<file path="config.mk">
export PLATFORM = sky130hd
export DESIGN_NAME = clk_period_monitor
export DESIGN_NICKNAME = d
export VERILOG_FILES = /design/src/rtl/clk_mon_pkg.sv /design/src/rtl/sync_edge_detect.sv /design/src/rtl/clk_period_monitor.sv
export SDC_FILE = /design/constraint.sdc
export NUM_CORES = 1
export LEC_CHECK = 0
export CAP_MARGIN = 20
export CORE_AREA = 5 5 112 114
export CTS_BUF_LIST = sky130_fd_sc_hd__clkbuf_16
export CTS_CLUSTER_SIZE = 24
export DETAILED_ROUTE_END_ITERATION = 10
export DIE_AREA = 0 0 117 119
export GPL_TIMING_DRIVEN = 0
export PLACE_DENSITY = 0.74
export SLEW_MARGIN = 20
export SYNTH_ARGS = -nofsm -noshare
export SYNTH_HDL_FRONTEND = slang
export SYNTH_HIERARCHICAL = 1
export SYNTH_SLANG_ARGS = --single-unit
</file>
<file path="constraint.sdc">
create_clock -name clkin -period 1.7 [get_ports clkin]
set_input_delay 0.51 -clock clkin [delete_from_list [all_inputs] [get_ports clkin]]
set_output_delay 0.51 -clock clkin [all_outputs]
set_load 0.02 [all_outputs]
</file>
<file path="src/rtl/clk_mon_pkg.sv">
// Shared definitions for the slow-clock period monitor: FSM encoding,
// default counter width and a saturating increment helper.
package clk_mon_pkg;

    localparam int CNT_W_DEF = 28;

    typedef enum logic [1:0] {
        ST_SEEK  = 2'd0,
        ST_RUN   = 2'd1,
        ST_STALL = 2'd2
    } mon_state_e;

    // Wide operands so any counter width can use it; callers cast the result back.
    function automatic logic [63:0] sat_inc(input logic [63:0] v, input logic [63:0] max_v);
        if (v >= max_v) begin
            return max_v;
        end else begin
            return v + 64'd1;
        end
    endfunction

endpackage

</file>
<file path="src/rtl/sync_edge_detect.sv">
// Multi-stage synchronizer for an asynchronous level plus single-cycle
// rise/fall pulses; edges are suppressed until the chain holds real data.
module sync_edge_detect #(
    parameter int SYNC_STAGES = 2
) (
    input  logic clk,
    input  logic rst,
    input  logic din,
    output logic rise,
    output logic fall
);

    logic [SYNC_STAGES-1:0] sync_q;
    logic [SYNC_STAGES-1:0] sync_d;
    logic                   s_d_q;
    logic                   s_d_d;
    logic [SYNC_STAGES:0]   fill_q;
    logic [SYNC_STAGES:0]   fill_d;
    logic                   s_s;
    logic                   primed_s;

    // Next-state for the synchronizer, delayed copy and priming shift register.
    always_comb begin
        sync_d = {sync_q[SYNC_STAGES-2:0], din};
        s_d_d  = sync_q[SYNC_STAGES-1];
        fill_d = {fill_q[SYNC_STAGES-1:0], 1'b1};
    end

    // Edge pulses; a level already present at reset release is not an edge.
    always_comb begin
        s_s      = sync_q[SYNC_STAGES-1];
        primed_s = fill_q[SYNC_STAGES];
        rise     = primed_s & s_s & ~s_d_q;
        fall     = primed_s & ~s_s & s_d_q;
    end

    // State registers with synchronous reset.
    always_ff @(posedge clk) begin
        if (rst) begin
            sync_q <= {SYNC_STAGES{1'b0}};
            s_d_q  <= 1'b0;
            fill_q <= {(SYNC_STAGES+1){1'b0}};
        end else begin
            sync_q <= sync_d;
            s_d_q  <= s_d_d;
            fill_q <= fill_d;
        end
    end

endmodule

</file>
<file path="src/rtl/clk_period_monitor.sv">
// Measures period and high time of a slow fabric clock in clkin cycles,
// reports lock on repeated identical measurements and stall on missing edges.
module clk_period_monitor
    import clk_mon_pkg::*;
#(
    parameter int               CNT_W       = CNT_W_DEF,
    parameter int               SYNC_STAGES = 2,
    parameter logic [CNT_W-1:0] TIMEOUT     = 28'd1_000_000,
    parameter int               LOCK_COUNT  = 4
) (
    input  logic             clkin,
    input  logic             rst,
    input  logic             clk_mon,
    output logic [CNT_W-1:0] period,
    output logic [CNT_W-1:0] high_time,
    output logic             meas_valid,
    output logic             locked,
    output logic             stall
);

    localparam logic [CNT_W-1:0] CNT_ONE  = {{(CNT_W-1){1'b0}}, 1'b1};
    localparam logic [CNT_W-1:0] CNT_ZERO = {CNT_W{1'b0}};
    localparam logic [CNT_W-1:0] CNT_MAX  = {CNT_W{1'b1}};
    localparam logic [3:0]       LOCK_N   = 4'(LOCK_COUNT);

    logic rise_s;
    logic fall_s;

    sync_edge_detect #(
        .SYNC_STAGES(SYNC_STAGES)
    ) u_sync (
        .clk  (clkin),
        .rst  (rst),
        .din  (clk_mon),
        .rise (rise_s),
        .fall (fall_s)
    );

    mon_state_e       state_q, state_d;
    logic [CNT_W-1:0] cnt_q, cnt_d;
    logic [CNT_W-1:0] hi_lat_q, hi_lat_d;
    logic [CNT_W-1:0] period_q, period_d;
    logic [CNT_W-1:0] high_time_q, high_time_d;
    logic             meas_valid_q, meas_valid_d;
    logic             locked_q, locked_d;
    logic             stall_q, stall_d;
    logic [3:0]       stable_q, stable_d;
    logic [CNT_W-1:0] cnt_inc_s;
    logic             same_s;

    // Helper values shared by every state.
    always_comb begin
        cnt_inc_s = CNT_W'(sat_inc(64'(cnt_q), 64'(CNT_MAX)));
        same_s    = (cnt_q == period_q) && (hi_lat_q == high_time_q);
    end

    // Next-state and output logic; a rise always takes priority over timeout.
    always_comb begin
        state_d      = state_q;
        cnt_d        = cnt_q;
        hi_lat_d     = hi_lat_q;
        period_d     = period_q;
        high_time_d  = high_time_q;
        meas_valid_d = 1'b0;
        locked_d     = locked_q;
        stall_d      = stall_q;
        stable_d     = stable_q;
        case (state_q)
            ST_SEEK: begin
                if (rise_s) begin
                    cnt_d   = CNT_ONE;
                    state_d = ST_RUN;
                end else if (cnt_q >= TIMEOUT) begin
                    state_d  = ST_STALL;
                    stall_d  = 1'b1;
                    locked_d = 1'b0;
                    stable_d = 4'd0;
                end else begin
                    cnt_d = cnt_inc_s;
                end
            end
            ST_RUN: begin
                if (rise_s) begin
                    period_d     = cnt_q;
                    high_time_d  = hi_lat_q;
                    meas_valid_d = 1'b1;
                    cnt_d        = CNT_ONE;
                    if (same_s) begin
                        stable_d = 4'(sat_inc(64'(stable_q), 64'(LOCK_N)));
                    end else begin
                        stable_d = 4'd0;
                    end
                    locked_d = (stable_d == LOCK_N);
                end else if (cnt_q >= TIMEOUT) begin
                    state_d  = ST_STALL;
                    stall_d  = 1'b1;
                    locked_d = 1'b0;
                    stable_d = 4'd0;
                end else begin
                    cnt_d = cnt_inc_s;
                    if (fall_s) begin
                        hi_lat_d = cnt_q;
                    end else begin
                        hi_lat_d = hi_lat_q;
                    end
                end
            end
            ST_STALL: begin
                // The interval spanning the stall is never reported.
                if (rise_s) begin
                    stall_d = 1'b0;
                    cnt_d   = CNT_ONE;
                    state_d = ST_RUN;
                end else begin
                    stall_d = 1'b1;
                    state_d = ST_STALL;
                end
            end
            default: begin
                state_d = ST_SEEK;
            end
        endcase
    end

    // State and output registers with synchronous reset.
    always_ff @(posedge clkin) begin
        if (rst) begin
            state_q      <= ST_SEEK;
            cnt_q        <= CNT_ZERO;
            hi_lat_q     <= CNT_ZERO;
            period_q     <= CNT_ZERO;
            high_time_q  <= CNT_ZERO;
            meas_valid_q <= 1'b0;
            locked_q     <= 1'b0;
            stall_q      <= 1'b0;
            stable_q     <= 4'd0;
        end else begin
            state_q      <= state_d;
            cnt_q        <= cnt_d;
            hi_lat_q     <= hi_lat_d;
            period_q     <= period_d;
            high_time_q  <= high_time_d;
            meas_valid_q <= meas_valid_d;
            locked_q     <= locked_d;
            stall_q      <= stall_d;
            stable_q     <= stable_d;
        end
    end

    assign period     = period_q;
    assign high_time  = high_time_q;
    assign meas_valid = meas_valid_q;
    assign locked     = locked_q;
    assign stall      = stall_q;

endmodule

</file>
# Word level (Yosys, flattened, before mapping)
# Index checks and enable logic that the tools add are counted.
# classes
n_div,0
n_reduce_logical,11
n_mux,28
magnitude_cmp,3
n_eq_ne,11
bitwise,9
n_addsub,2
multipliers,0
shifts,0
# op_table
operator,n
2-to-1 mux 28 bit,4
equality test 28 bit,2
case mux 28 bit (2 select lines),1
adder 28 x 1 -> 28 bit (second input constant),1
greater-or-equal comparator 28 x 20 -> 1 bit (second input constant),1
greater-or-equal comparator 28 bit (second input constant),1
2-to-1 mux 4 bit,7
2-to-1 mux 1 bit,8
2-to-1 mux 2 bit,4
!= test 2 bit (second input constant),4
case mux 4 bit (2 select lines),1
case mux 2 bit (3 select lines),1
AND reduction 3 bit,2
NOT 1 bit,5
adder 4 x 1 -> 4 bit (second input constant),1
bitwise AND 1 bit,4
equality test 4 x 3 -> 1 bit (second input constant),1
greater-or-equal comparator 4 x 3 -> 1 bit (second input constant),1
case mux 1 bit (2 select lines),2
AND reduction 2 bit,2
AND reduction 4 bit,1
nonzero test 2 bit,2
OR reduction 2 bit,2
!= test 3 bit (second input constant),1
other kinds (5),5
# word_totals
out_inout_bits,59
n_memories,0
latch_bits,0
mem_bits_rw,0
romBits,0
reg_bits,127
in_bits,3
elab_cells,77

# Longest topological paths before layout
# depth
ltp_word,8
depth_mapped,8
mapped_depth_nobuf,6

# By module
# The synthesis kept the hierarchy.
# by_module_without_submodules
module,n_inst,seq_area_each_um2,area_each_um2,cells_each
clk_period_monitor,1,2422.3,5420.2,655
sync_edge_detect,1,120.1,172.7,14

# Worst setup path before layout
# OpenSTA, ideal clock, no wires.
# synth_timing
kind,flip-flop to flip-flop
startpoint,reg cnt_q[0]
endpoint,reg cnt_q[18]
t_arrival_ns,1.763
setup_ns,0.074
stages_incl_launch_ff,7
synth_period_minus_slack_ns,1.837
required_ns,1.626
slack_ns,-0.137
path_buffers,0
cell_sequence,dfxtp_1 -> ha_1 -> and3_1 -> and3_1 -> nand2b_1 -> or4_2 -> a31oi_1
# synth_via
elab_chain_cells,5
elab_cells_between_ends,9
classes_between,1 x add/sub; 2 x order compare; 1 x eq/ne; 4 x mux; 1 x reduce/logical
# synth_lines
item,line,source
"start, declared",clk_period_monitor.sv:40,"logic [CNT_W-1:0] cnt_q, cnt_d;"
"start signal, assigned",clk_period_monitor.sv:139,cnt_q <= cnt_d;
adder 28 x 1 -> 28 bit or greater-or-equal comparator 28 bit (tied branches),"clk_mon_pkg.sv:18, clk_mon_pkg.sv:15",
2-to-1 mux 28 bit,clk_mon_pkg.sv:15,if (v >= max_v) begin
2-to-1 mux 28 bit,"clk_period_monitor.sv:73, clk_period_monitor.sv:94",
2-to-1 mux 28 bit,clk_period_monitor.sv:83,if (rise_s) begin
case mux 28 bit (2 select lines),clk_period_monitor.sv:68,case (state_q)
# Parallel ways exist; a longest one is shown, timed or not. The select of a mux whose other input is x is not followed.
# A chain may end at the register's enable or synchronous reset.

# Worst setup path after layout
# layout_timing
startpoint,reg u_sync.s_d_q
endpoint,reg hi_lat_q[5]
# layout_via
elab_chain_cells,4
elab_cells_between_ends,5
classes_between,4 x bitwise; 1 x reduce/logical
# layout_lines
item,line,source
"start, declared",sync_edge_detect.sv:15,logic s_d_q;
"start signal, assigned",sync_edge_detect.sv:41,s_d_q <= 1'b0;
"start signal, assigned",sync_edge_detect.sv:45,s_d_q <= s_d_d;
NOT 1 bit,sync_edge_detect.sv:33,rise = primed_s & s_s & ~s_d_q;
bitwise AND 1 bit,sync_edge_detect.sv:33,
named net rise_s,clk_period_monitor.sv:26,logic rise_s;
NOT 1 bit (no source line),-,
AND reduction 4 bit (no source line),-,
"end signal, assigned",clk_period_monitor.sv:140,hi_lat_q <= hi_lat_d;
"end, declared",clk_period_monitor.sv:41,"logic [CNT_W-1:0] hi_lat_q, hi_lat_d;"
# The timed path passes the listed nets, and every way through them passes these cells.

==> parameters.txt <==
Parameter                              Value

Outcome
  Outcome ... complete, but fails checks
  Violated checks ... setup timing

Global routing
  Antenna violations before repair ... 0
  Global-route wire length before repair ... 28,560 um
  GRT Residual Overflow ... 0
  Pin count of the biggest net entering global routing ... 17
  Via count of the first global-routing pass ... 5,322
  Total GRT Usage ... 26.76%

Logic synthesis
  Mean cell area of the mapped netlist ... 8.360 um2
  Distinct cells, synth ... 47
  Cell Area, Synth ... 0.005593 mm2
  Number of instances in the synthesized netlist ... 669
  Sequential element share of the synthesized area ... 45.46%
  Count of flip-flops with a built-in enable after synthesis ... 0
  Post-Synthesis Net Count ... 675
  Top_reg_cell synth ... dfxtp_1
  Async SR Flop Fraction ... 0%
  Number of register bits inferred by synthesis ... 127
  Number of warnings issued by yosys ... 6

Placement
  Post-placement setup slack ... -0.6375 ns
  GPL Wtd Cong ... 0.9177
  Count of input and output buffers ... 61
  Detailed placement HPWL ... 11,360 um
  Number of placed cells counting well taps ... 873

Finish
  Number of standard cells in the layout, taps in and fillers out ... 947
  Antenna diode instance count ... 0
  Most common cell after layout, fill and taps aside ... nand2_1
  Leading cell types in the layout, fill and taps excluded ... nand2_1 (128), dfxtp_1 (100), a21oi_1 (59), buf_4 (37), nor2_1 (34)
  Post-layout util ... 71.30%
  Area added between synthesis and finish ... 44.32%
  Share of final-layout standard cells stronger than drive strength 1 ... 29.60%
  NumNets Final ... 798

Power and ir drop
  Total power density per cell area ... 802.4 mW/mm2
  Max IR drop VDD ... 634.2 uV
  Pleak ... 0.003365 uW
  Total Power ... 6477 uW

Flow run
  Max_cap viols ... 0

STA
  Final setup viols ... 90
  Normalized max-slew margin ... 54.12%
  Number of hold violations in the final report ... 0
  Max-slew violation total from the final report ... 0
  RSZ-0062 raised after global routing ... yes
  Post-route clock period utilization ... 116.0%
  Post-layout min period ... 1.972 ns
  Actual transition at the worst max-transition pin ... 0.6882 ns
  Top achievable clock speed ... 0.5071 GHz
  Post-route clock skew ... 0.009237 ns
  Minimum setup slack in the final design ... -0.2718 ns
  Total Negative Setup Slacks ... -11.43 ns

Clocking
  Clock slew at the register clock pins of the worst setup and hold paths ... 0.05 ns
  Maximum root-to-sink buffer count ... 2
  Clock insertion delay at the later pin of the skew report ... 0.43 ns
  Number of buffers created by CTS ... 17
  # H-tree levels ... 4
  Root buffer cell ... clkbuf_16
  Count of hold-fix buffers inserted at cts ... 0
  Clock tree from TritonCTS ... built
  Clk sinks ... 127

Setup path
  Maximum fanout count along the critical path ... 5
  Worst setup SP type ... register
  Worst path max stage delay ... 0.32 ns
  Cells along the critical path ... and3b_2 -> buf_8 -> nor2_4 -> nand3_4 -> a211oi_4 -> buf_12 -> buf_8 -> mux2i_2 -> nor2_1
  Standard cell with the maximum stage delay on the critical path ... dfxtp_2
  Buffers and inverters on the worst path ... 3
  Startpoint-to-endpoint class of the critical path ... reg2reg
  Cell occurring most often along the worst timing path ... buf_8
  Critical path data arrival time ... 2.25 ns
  Worst setup EP type ... register
  Critical path required time ... 1.98 ns
  Cell family contributing the most delay on the critical path ... simple AND/OR/NAND/NOR gates

Route
  Total number of vias ... 5,598
  First-iteration detailed-routing DRC count ... 455
  Post-route DRC violation count ... 0
  Per-cell via count in the routed design ... 5.911
  First-pass iteration count of the detailed router ... 9
  Count of antenna-violating nets left after detailed routing ... 0
  Final wirelength ... 19,170 um
  Average detailed-routed wire length per instance ... 20.24 um

Floorplanning
  Die Span X ... 117 um
  Die outline area ... 0.01392 mm2
  Site row count ... 39
  Chip height ... 119 um
  Core area ... 0.01132 mm2
  Top-level I/O count ... 62
  Initial Util ... 49.40%

Hold path
  Class of the tightest hold or removal check ... reg2reg
state kept, by name (all words and copies together) (netlist names):
| register | flops |
|---|---|
| state_q | 2 |
| u_sync/s_d_q | 1 |
| locked | 1 |
| u_sync/sync_q | 2 |
| cnt_q | 28 |
| period | 28 |
| stall | 1 |
| meas_valid | 1 |
| stable_q | 4 |
| hi_lat_q | 28 |
| u_sync/fill_q | 3 |
| high_time | 28 |
metal layers:
layer  up-vias  track usage (%)  part of all wire, %
li1       2530                -                    -
met1      2679            31.69                   38
met2       303            45.27                   50
met3        86            7.404                  8.4
met4         0            10.82                  4.2
met5         -                0                    0
cell families (layout without fill, tap and decap cells):
| family | count (synthesis) | after routing | share of synthesized area (%) |
|---|---|---|---|
| AOI/OAI and AO/OA | 109 | 109 | 11.14 |
| xor gates and xnor gates | 56 | 56 | 8.770 |
| adders and majority gates | 3 | 3 | 0.6712 |
| buffers and inverters | 62 | 197 | 5.481 |
| DFF | 127 | 127 | 45.46 |
| muxes | 21 | 21 | 3.781 |
| and+or+nand+nor | 291 | 291 | 24.70 |
path summary, 6_finish.rpt:
check	start	to	slack (ns)	depth (start not counted)
worst min-delay path	u_sync/fill_q[1]	u_sync/fill_q[2]	0.44	1
worst max-delay path	u_sync/s_d_q	hi_lat_q[5]	-0.27	9
worst min register to register	u_sync/fill_q[1]	u_sync/fill_q[2]	0.44	1
worst max register to register	u_sync/s_d_q	hi_lat_q[5]	-0.27	9
synthesized netlist by cell type, drive strengths merged (14+ instances only):
cell type,count,area share [%]
nand2,147,9.9
dfxtp,127,45
a21oi,67,6.1
nor2,38,2.6
xor2,34,5.3
clkbuf,28,1.9
buf,23,2.9
nand3,23,2.1
xnor2,22,3.4
mux2i,20,3.6
nand4,17,1.9
nor4,14,1.8
area by class of cell:
class	instances	area (um2)
clock buffer	17	425.4
sequential	127	2604
fill	795	3249
buffer	49	473.0
timing repair buffer	106	974.7
tap	143	178.9
multi-input combinational	480	3271
clock inverter	14	103.9
inverter	11	41.29
power breakdown:
group          leakage [uW]  switching (uW)  internal, uW
logic               0.00205             124          64.1
registers           0.00104            10.8          2980
clock network      0.000270            1340          1970
through the flow:
step           hold slack, ns  cell area (um2)
2_1_floorplan          0.4138             5655
3_3_place_gp           0.4180             6445
3_5_place_dp           0.4264             6445
4_1_cts                0.4394             7659
5_1_grt                0.4602             8071
6_report               0.4367             8071
repair_timing:
action	in CTS	in global routing
endpoints found under the setup margin	169	129
pin swaps	69	45
cloned	4	0
gates resized for setup	213	120
buffers inserted	27	15
hold endpoints to repair	0	0
No activity file was read; power rests on OpenSTA's default activity.
